[src/rtl/ip_sequencer.sv]
// ip_sequencer: fetch/retire controller that owns the Forth core's instruction pointer.
// It fetches the word at IP and presents it to the execute stage. When that word
// retires, it drives the selects of the external next-IP mux (ip_comb) and loads
// ip_result, or the interrupt vector. It also issues return-address pushes for
// CALL and for taken interrupts, and handles halt.
//
// state   | meaning
// --------+-----------------------------------------------------------
// FETCH   | start a read at IP unless halt is asserted
// WAIT    | imem_req high, address held, waiting for imem_ack
// ISSUE   | instr presented (instr_valid), waiting for exec_done
// HALTED  | idle; IP frozen until halt deasserts
module ip_sequencer #(
    parameter int iaddr_width = 10,
    parameter int instr_width = 16,
    parameter int RESET_VEC   = 0,
    parameter int INT_VEC     = 1
) (
    input  logic                   clk,
    input  logic                   reset,
    output logic                   imem_req,
    output logic [iaddr_width-1:0] imem_addr,
    input  logic                   imem_ack,
    input  logic [instr_width-1:0] imem_data,
    output logic [instr_width-1:0] instr,
    output logic                   instr_valid,
    input  logic                   exec_done,
    input  logic [2:0]             cf_op,
    input  logic [iaddr_width-1:0] cf_imm,
    output logic [iaddr_width-1:0] ip_imm,
    output logic                   ip_imm_sel,
    output logic                   ip_reg_sel,
    output logic                   ip_tos_sel,
    output logic                   ip_skip,
    input  logic [iaddr_width-1:0] ip_result,
    output logic [iaddr_width-1:0] IP,
    output logic                   rpush,
    output logic [iaddr_width-1:0] rpush_data,
    input  logic                   irq,
    output logic                   irq_ack,
    input  logic                   halt
);

    localparam logic [iaddr_width-1:0] L_RESET_VEC = iaddr_width'(RESET_VEC);
    localparam logic [iaddr_width-1:0] L_INT_VEC   = iaddr_width'(INT_VEC);

    localparam logic [2:0] OP_NEXT = 3'd0;
    localparam logic [2:0] OP_JUMP = 3'd1;
    localparam logic [2:0] OP_RET  = 3'd2;
    localparam logic [2:0] OP_EXEC = 3'd3;
    localparam logic [2:0] OP_BRZ  = 3'd4;
    localparam logic [2:0] OP_CALL = 3'd5;

    typedef enum logic [1:0] {
        S_FETCH  = 2'd0,
        S_WAIT   = 2'd1,
        S_ISSUE  = 2'd2,
        S_HALTED = 2'd3
    } state_t;

    state_t                 r_state;
    logic [iaddr_width-1:0] r_ip;
    logic                   r_ie;
    logic                   r_req;
    logic                   r_valid;
    logic [instr_width-1:0] r_instr;

    logic                   w_retire;
    logic                   w_take;
    logic [iaddr_width-1:0] w_ip_plus1;
    logic                   w_imm_sel;
    logic                   w_reg_sel;
    logic                   w_tos_sel;
    logic                   w_skip;

    // A retire only exists in ISSUE; reset masks it so no push or select leaks out.
    assign w_retire   = (r_state == S_ISSUE) && exec_done && !reset;
    // A CALL never takes the interrupt, so a retire pushes at most one address.
    assign w_take     = w_retire && irq && r_ie && (cf_op != OP_CALL);
    assign w_ip_plus1 = r_ip + {{(iaddr_width-1){1'b0}}, 1'b1};

    // Control-flow op to ip_comb select lines, active only in the retire cycle.
    always_comb begin
        w_imm_sel = 1'b0;
        w_reg_sel = 1'b0;
        w_tos_sel = 1'b0;
        w_skip    = 1'b0;
        if (w_retire) begin
            case (cf_op)
                OP_JUMP: w_imm_sel = 1'b1;
                OP_RET:  w_reg_sel = 1'b1;
                OP_EXEC: begin
                    w_reg_sel = 1'b1;
                    w_tos_sel = 1'b1;
                end
                OP_BRZ: begin
                    w_skip    = 1'b1;
                    w_imm_sel = 1'b1;
                end
                OP_CALL: w_imm_sel = 1'b1;
                default: ;
            endcase
        end
    end

    // Fetch/issue state machine, IP register and interrupt-enable flag.
    always_ff @(posedge clk) begin
        if (reset) begin
            r_state <= S_FETCH;
            r_ip    <= L_RESET_VEC;
            r_ie    <= 1'b1;
            r_req   <= 1'b0;
            r_valid <= 1'b0;
            r_instr <= '0;
        end else begin
            case (r_state)
                S_FETCH: begin
                    if (halt) begin
                        r_state <= S_HALTED;
                    end else begin
                        r_req   <= 1'b1;
                        r_state <= S_WAIT;
                    end
                end
                S_WAIT: begin
                    if (imem_ack) begin
                        r_instr <= imem_data;
                        r_req   <= 1'b0;
                        r_valid <= 1'b1;
                        r_state <= S_ISSUE;
                    end
                end
                S_ISSUE: begin
                    if (exec_done) begin
                        r_valid <= 1'b0;
                        r_state <= S_FETCH;
                        r_ip    <= w_take ? L_INT_VEC : ip_result;
                        // A taken interrupt wins over the RET that would re-enable.
                        if (w_take)
                            r_ie <= 1'b0;
                        else if (cf_op == OP_RET)
                            r_ie <= 1'b1;
                    end
                end
                S_HALTED: begin
                    if (!halt)
                        r_state <= S_FETCH;
                end
                default: r_state <= S_FETCH;
            endcase
        end
    end

    assign imem_req    = r_req;
    assign imem_addr   = r_ip;
    assign IP          = r_ip;
    assign instr       = r_instr;
    assign instr_valid = r_valid;
    assign ip_imm      = cf_imm;
    assign ip_imm_sel  = w_imm_sel;
    assign ip_reg_sel  = w_reg_sel;
    assign ip_tos_sel  = w_tos_sel;
    assign ip_skip     = w_skip;
    assign rpush       = w_retire && (w_take || (cf_op == OP_CALL));
    // On an interrupt the saved address is whatever ip_comb would have produced.
    assign rpush_data  = w_take ? ip_result : w_ip_plus1;
    assign irq_ack     = w_take;

endmodule
[config.mk]
export PLATFORM = sky130hd
export DESIGN_NAME = ip_sequencer
export DESIGN_NICKNAME = d
export VERILOG_FILES = /design/src/rtl/ip_sequencer.sv
export SDC_FILE = /design/constraint.sdc
export NUM_CORES = 1
export LEC_CHECK = 0
export BUFFER_PORTS_ARGS = -buffer_cell sky130_fd_sc_hd__buf_2
export CAP_MARGIN = 15
export CORE_MARGIN = 3
export CORE_UTILIZATION = 29
export CTS_BUF_LIST = sky130_fd_sc_hd__clkbuf_4 sky130_fd_sc_hd__clkbuf_8
export DETAILED_ROUTE_END_ITERATION = 7
export GPL_TIMING_DRIVEN = 1
export PLACE_DENSITY = 0.6
export SLEW_MARGIN = 5
export SYNTH_ARGS = -nofsm -noshare
export SYNTH_HDL_FRONTEND = slang
export SYNTH_SLANG_ARGS = --single-unit
[constraint.sdc]
create_clock -name clk -period 1.5 [get_ports clk]
set_clock_uncertainty 0.2 [all_clocks]
set_input_delay 0 -clock clk [delete_from_list [all_inputs] [get_ports clk]]
set_output_delay 0 -clock clk [all_outputs]
set_load 0.01 [all_outputs]
Word level (Yosys, flattened, before mapping)
Cells that the tools add are included.

Register bits after elaboration: 31. Input bits: 45.

$add $sub $neg: 1. Eq/ne operators: 13. Mux-type cells: 23. Reduce and logical (&&, ||, !) cells: 20.

Operator list (count): two-way mux 10 bit (2); two-way mux 1 bit (14); AND reduction 3 bit (4); adder 10 x 1 -> 10 bit (second input constant) (1); two-way mux 2 bit (4); != test 2 bit (second input constant) (4); one-hot mux 2 bit (4 select lines) (1); equality test 3 x 2 -> 1 bit (second input constant) (2); equality test 3 bit (second input constant) (2); logical AND 1 bit (6); nonzero test 2 bit (3); equality test 2 bit (second input constant) (2); one-hot mux 1 bit (2 select lines) (2); AND reduction 2 bit (2); equality test 3 x 1 -> 1 bit (second input constant) (1); != test 3 bit (second input constant) (1); OR reduction 3 bit (1); equality test 2 x 1 -> 1 bit (second input constant) (1); zero test 2 bit (1); OR reduction 2 bit (1); zero test 1 bit (1); logical OR 1 bit (1).

Depth between registers and ports, before layout
Gate-level depths: netlist (run 1).

Depth after elaboration: 8. Depth in mapped cells: 6. Gate-level depth less buffers: 4.

Least setup slack after synthesis (run 1)
Ideal clock, no wire load.

Path type: flip-flop to output port. Start point: register r_state[1]. End point: output port rpush_data[1]. Arrival time: 1.298 ns. Path slack: 0.002 ns. Stages on the path, launching flop included: 6. Path through: dfxtp_1 -> buf_4 -> nand4bb_4 -> nor3b_2 -> buf_4 -> mux2_1.

Cells in the longest elaborated chain, start to end: 7.

RTL lines: from (decl) (RTL line 61) `state_t r_state;`; from (signal assigned) (RTL line 109) `r_state <= S_FETCH;`; from (signal assigned) (RTL line 119) `r_state <= S_HALTED;`; from (signal assigned) (RTL line 122) `r_state <= S_WAIT;`; equality test 2 bit (RTL line 77) `assign w_retire = (r_state == S_ISSUE) && exec_done && !reset;`; logical AND 1 bit (2 in a row) (RTL line 77); logical AND 1 bit (3 in a row) (RTL line 79) `assign w_take = w_retire && irq && r_ie && (cf_op != OP_CALL);`; two-way mux 10 bit (RTL line 166) `assign rpush_data = w_take ? ip_result : w_ip_plus1;`; to (decl) (RTL line 38) `output logic [iaddr_width-1:0] rpush_data,`.

Every way passes these cells.

Worst setup path in the final report (run 1)
Start point: register r_state[0]. End point: output port rpush_data[1].

Same word-level chain as after synthesis.

==> results of run 1 <==
==> critical path: stages (launching register included) <==
cell	delay (ns)
dfxtp_2	0.32
nand4bb_4	0.19
nor3b_2	0.20
buf_4	0.18
mux2_4	0.31
buf_6	0.12
==> through the flow <==
| step | hold slack [ns] | cells |
|---|---|---|
| 2_1_floorplan | -0.150 | 213 |
| 3_3_place_gp | -0.200 | 360 |
| 3_5_place_dp | -0.200 | 360 |
| 4_1_cts | 0.0325 | 413 |
| 5_1_grt | 0.0534 | 415 |
| 6_report | 0.0358 | 415 |
==> where the power goes <==
| group | switching, W | internal [W] |
|---|---|---|
| Sequential | 0.0000252 | 0.000868 |
| Clock | 0.000302 | 0.000436 |
| Combinational | 0.000224 | 0.000249 |
| Total | 0.000551 | 0.00155 |
==> worst max-delay path by stage <==
stage                     from             to  slack [ns]
floorplan           r_state[1]  rpush_data[1]       0.002
global placement    r_state[0]  rpush_data[1]       -0.02
detailed placement  r_state[0]  rpush_data[1]       -0.05
CTS                 r_state[0]  rpush_data[1]       -0.28
global route        r_state[0]  rpush_data[9]       -0.40
finish              r_state[0]  rpush_data[1]       -0.30
==> routing by layer <==
layer	part of all wire	up-vias	global-route usage
li1	-	956	-
met1	0.40	841	0.169
met2	0.50	80	0.299
met3	0.085	6	0.0477
met4	0.010	0	0.0405
met5	0	-	0
==> layout by cell type, fill, tap and decap left out, drive strengths merged <==
cell	count
o21bai	1
nor4b	1
and3	2
and4	1
nand3b	2
and2	1
buf	115
nor3b	1
or2	1
xnor2	1
mux2	1
xor2	7
o21ai	11
nand4	3
clkbuf	8
a211oi	2
dfxtp	31
nand3	13
and3b	1
nand4bb	1
nor2	7
nor3	2
ha	1
a21oi	30
o22ai	1
dlygate4sd3	41
nand2b	3
nand2	55
inv	1
==> repair_timing <==
| item | CTS | global route |
|---|---|---|
| hold buffers | 41 | 0 |
| setup buffers | 4 | 3 |
| setup endpoints to repair | 13 | 20 |
| endpoints found under the hold margin | 40 | 0 |
| resized for setup | 12 | 15 |
| pin swaps | 4 | 3 |
==> layout make-up <==
class,instances,share of cell area
inverter,1,0.00137
sequential,31,0.227
multi-input combinational,149,0.299
clock buffer,8,0.0378
timing repair buffer,156,0.403
tap,70,0.0319
==> state kept, by name (all words and copies together) (netlist names) <==
signal / cells
r_state: 2
IP: 10
imem_req: 1
r_ie: 1
instr_valid: 1
instr: 16
==> logic make-up (layout without fill, tap and decap cells) <==
kind of cell	Yosys count	in the layout	synth area share
buffers and inverters	33	165	0.137
multiplexers	1	1	0.00693
flip-flops	31	31	0.382
AND/OR/NAND/NOR	94	94	0.279
AO/OA/AOI/OAI	45	45	0.144
XOR/XNOR	8	8	0.0431
adder cells (fa/ha/maj)	1	1	0.00770
==> results.md, run 1 <==
* Worst Max-Slew Pin Slew at approximately 0.34 ns
* CP Data Arrival Time at between 1.5 and 2 ns
* Fin util at 0.521
* Area of the multi-input gates at roughly 820 um^2
* Worst setup path class: reg2out
* Status: finished, violations left
* FMAX at around 0.56 GHz
* Pwr Total at between 0.002 and 0.0025 W
* DP Wirelength at 3.31 mm
* Cell taking the most area after synthesis: dfxtp_1
* Failing checks: setup timing
* Aggregate global-route resource usage at 0.158
* Vias in the first global route at 1824
* Post-synthesis sequential area ratio at 0.382
* Post-synth top cells: nand2_1 (55), dfxtp_1 (31), a21oi_1 (30)
* Root Driver: clkbuf_8
* VDD IR-drop max at 0.432 mV
* Final period util at 1.20
* Largest net degree at the start of global routing at 32
* Fin area at around 2700 um^2
* Die Span Y at a little over 80 um
* WL/cell at approximately 12 um
* Die area at roughly 6500 um^2
* Core area at around 5300 um^2
* Synthesized area per cell at 7.63 um^2
* Clock Pin Slew Worst Setup and Hold Paths at around 0.060 ns
* Yosys top cell area share at 0.382
* I/O pin total at about 110
* Min cycle time layout at between 1.5 and 2 ns
* GRT Residual Overflow at 0
* CTS tree: done
* Mapped Area at ~1600 um^2
* I/O Buffers at just under 90
* Cell count of the worst hold path at 3
* Nets at around 400
* Fraction of registers with async set/reset at 0
* # diodes at 0
* RR Startpoint: r_state[0]
* Clk_lat worst skew at about 0.28 ns
* Worst R2R Setup Slack at 0.08 ns
* Count leader, synth: nand2_1
* Setup tns final at -3.41 ns
* Antenna-violating nets left at 0
* Beginning of the worst hold path: reset
* Share of cells above drive strength 1 at 0.394
* Rel. slew slack at 0.776
* WHS Endpoint: r_state[1]
* Worst Reg-to-Reg Cells at 6
* Cell variety after synth at 31
* Final slew viol count at 0
* Synthesized netlist cell count at 213
* Number of synthesis warnings at 0
* Starting DRT DRC Count at 61
* DIE WIDTH at between 80 and 90 um
* WP data required at between 1 and 1.5 ns
* Sequential Area at roughly 620 um^2
* Post-synth net total at approximately 260
* Worst-path fanout max at 7
* Post-synth top flop: dfxtp_1
* MaxCap Viol Count at 0
* CTS sink cnt at 31
* Power Density at 766 nW/um^2
* Crit path capture type: output port
* H-tree depth at 2
* Final hold viol count at 0
* CTS max path bufs at 2
* Leakage at roughly 1.3 nW
* First-pass GRT wire length at between 8 and 9 mm
* HP Class: in2reg
* Final worst slack at -0.301 ns
* Top cells by area, synth: dfxtp_1 (38%), nand2_1 (13%), buf_4 (11%)
* Vias per inst at 4.54
* Detailed Route WL at slightly above 5 mm
* Yosys reg bits at 31
* RePlAce Congestion at around 0.74
* Startpoint types: flip-flop
* EDFF count, synth at 0
* Initial antenna violation count at 0
* Setup-failing EPs final at 16
* Placement Setup Slack at -0.0523 ns
* TritonCTS Buffers at 5
* Area after DPL at 2100 um^2
* FILL cells at 511
* Reg2reg end: instr[12]
* Drt drc at 0
* RSZ-0062 raised after global routing: yes
* DR vias at 1883
* Starting Density at 0.308
* DR pass1 iterations at 4
* Row cnt at 26
* Area grow syn2layout at 69.1%
Power figures use the tool's default switching activity.
==> run 2: changes to the inputs <==
- SKIP_CTS_REPAIR_TIMING: default -> 1
==> results.md, run 2 (synthesis gave the netlist of run 1 again) <==
* # diodes at 0
* CTS tree: done
* Clk_lat worst skew at 0.28 ns
* First-pass GRT wire length at 7.02 mm
* Status: finished, violations left
* Worst setup path class: reg2out
* Area of the multi-input gates at 838 um^2
* Worst Max-Slew Pin Slew at ~0.34 ns
* # placed instances at 360
* Initial antenna violation count at 0
* Final slew viol count at 0
* Reg2reg end: instr[12]
* RSZ-0062 raised after global routing: yes
* VDD IR-drop max at around 0.43 mV
* WL/cell at approximately 12 um
* Sequential Area at roughly 620 um^2
* Setup-failing EPs final at 16
* Die Span Y at approximately 80 um
* Power Density at roughly 770 nW/um^2
* Most common cell after layout, fill and taps aside: buf_2
* DP Wirelength at approximately 3.3 mm
* Crit path capture type: output port
* Row cnt at 26
* GRT Residual Overflow at 0
* DIE WIDTH at around 81 um
* Vias per inst at between 4 and 5
* Starting Density at 0.308
* Clock Power Share at 0.351
* Min cycle time layout at between 1.5 and 2 ns
* CTS max path bufs at 2
* HP Class: in2reg
* Antenna-violating nets left at 0
* Die area at approximately 6500 um^2
* Power Internal at about 0.0016 W
* Final worst slack at -0.320 ns
* CP Data Arrival Time at ~1.6 ns
* Nets at ~390
* Startpoint types: flip-flop
* Core area at roughly 5300 um^2
* Clock Pin Slew Worst Setup and Hold Paths at 0.06 ns
* Area grow syn2layout at 68.3%
* Drt drc at 0
* Logic gate share of total power at 0.224
* FMAX at between 0.5 and 0.6 GHz
* Most frequent cells in the layout: buf_2 (85), nand2_1 (50), dlygate4sd3_1 (40), dfxtp_1 (29), a21oi_1 (29)
* Final hold viol count at 1
* DR vias at approximately 1900
* WHS Endpoint: r_ie
* Detailed Route WL at between 5 and 6 mm
* Worst Reg-to-Reg Cells at 6
* Switch share at 0.263
* Beginning of the worst hold path: cf_op[0]
* Leakage at 1.27 nW
* Fin cells at 412
* Net switching power at between 0.0005 and 0.0006 W
* FILL cells at between 500 and 600
* Cell count of the worst hold path at 4
* WP data required at roughly 1.3 ns
* Starting DRT DRC Count at 64
* Max reg flops at 16
* H-tree depth at 2
* Worst R2R Setup Slack at around 0.08 ns
* Aggregate global-route resource usage at 0.136
* MaxCap Viol Count at 0
* Worst-path fanout max at 8
* Final period util at 1.21
* RePlAce Congestion at 0.741
* Rel. slew slack at 0.774
* I/O pin total at 109
* Vias in the first global route at ~1600
* I/O Buffers at 88
* Largest net degree at the start of global routing at 32
* Failing checks: hold timing, setup timing
* Share of cells above drive strength 1 at 0.406
* CTS sink cnt at 31
* RR Startpoint: r_state[0]
* TritonCTS Buffers at 5
* DR pass1 iterations at 4
* Seq pwr share at 0.425
* Hold Slack at -0.0279 ns
* Root Driver: clkbuf_8
[run 2: routing by layer]
metal  vias to the layer above  track usage  routed length [um]
met2                        91        0.232                2600
li1                        950            -                   -
met3                         6       0.0521                 491
met5                         -            0                   0
met4                         0       0.0405                  51
met1                       844        0.156                1990
[run 2: critical path: stages (launching register included)]
cell and delay (ns):
dfxtp_2 0.32, nand4bb_4 0.22, nor3b_2 0.21, buf_6 0.16, mux2_4 0.31, buf_6 0.12
[run 2: worst max path at each step]
stage | end | from | depth (start not counted) | slack, ns
floorplan | rpush_data[1] | r_state[1] | 5 | 0.002
global placement | rpush_data[1] | r_state[0] | 5 | -0.02
detailed placement | rpush_data[1] | r_state[0] | 5 | -0.05
CTS | rpush_data[1] | r_state[0] | 5 | -0.38
global route | rpush_data[7] | r_state[0] | 7 | -0.39
finish | rpush_data[1] | r_state[0] | 5 | -0.32
[run 2: area by class of cell]
| class | instances | share of cell area |
|---|---|---|
| clock buffer | 8 | 0.0380 |
| tap | 70 | 0.0320 |
| timing repair buffer | 153 | 0.394 |
| inverter | 1 | 0.00137 |
| sequential | 31 | 0.228 |
| multi-input combinational | 149 | 0.306 |
[run 2: power groups by stage]
stage,combinational [W],clock [W],sequential (W)
after floorplan,0.000197,0,0.000931
after global placement,0.000354,0,0.000909
after detailed placement,0.000359,0,0.000911
after CTS,0.000360,0.000774,0.000892
after global routing,0.000518,0.000815,0.000898
final,0.000472,0.000738,0.000894
[run 2: through the flow]
step                      utilization  setup TNS [ns]  power (W)  setup WS [ns]  instance area [um^2]
final                           0.519           -3.34    0.00210         -0.320                  2740
after global routing            0.519           -4.71    0.00223         -0.395                  2740
after CTS                       0.419           -2.86    0.00203         -0.375                  2210
after detailed placement        0.399          -0.113    0.00127        -0.0523                  2100
after global placement          0.399         -0.0232    0.00126        -0.0232                  2100
after floorplan                     -               0    0.00113        0.00179                  1630
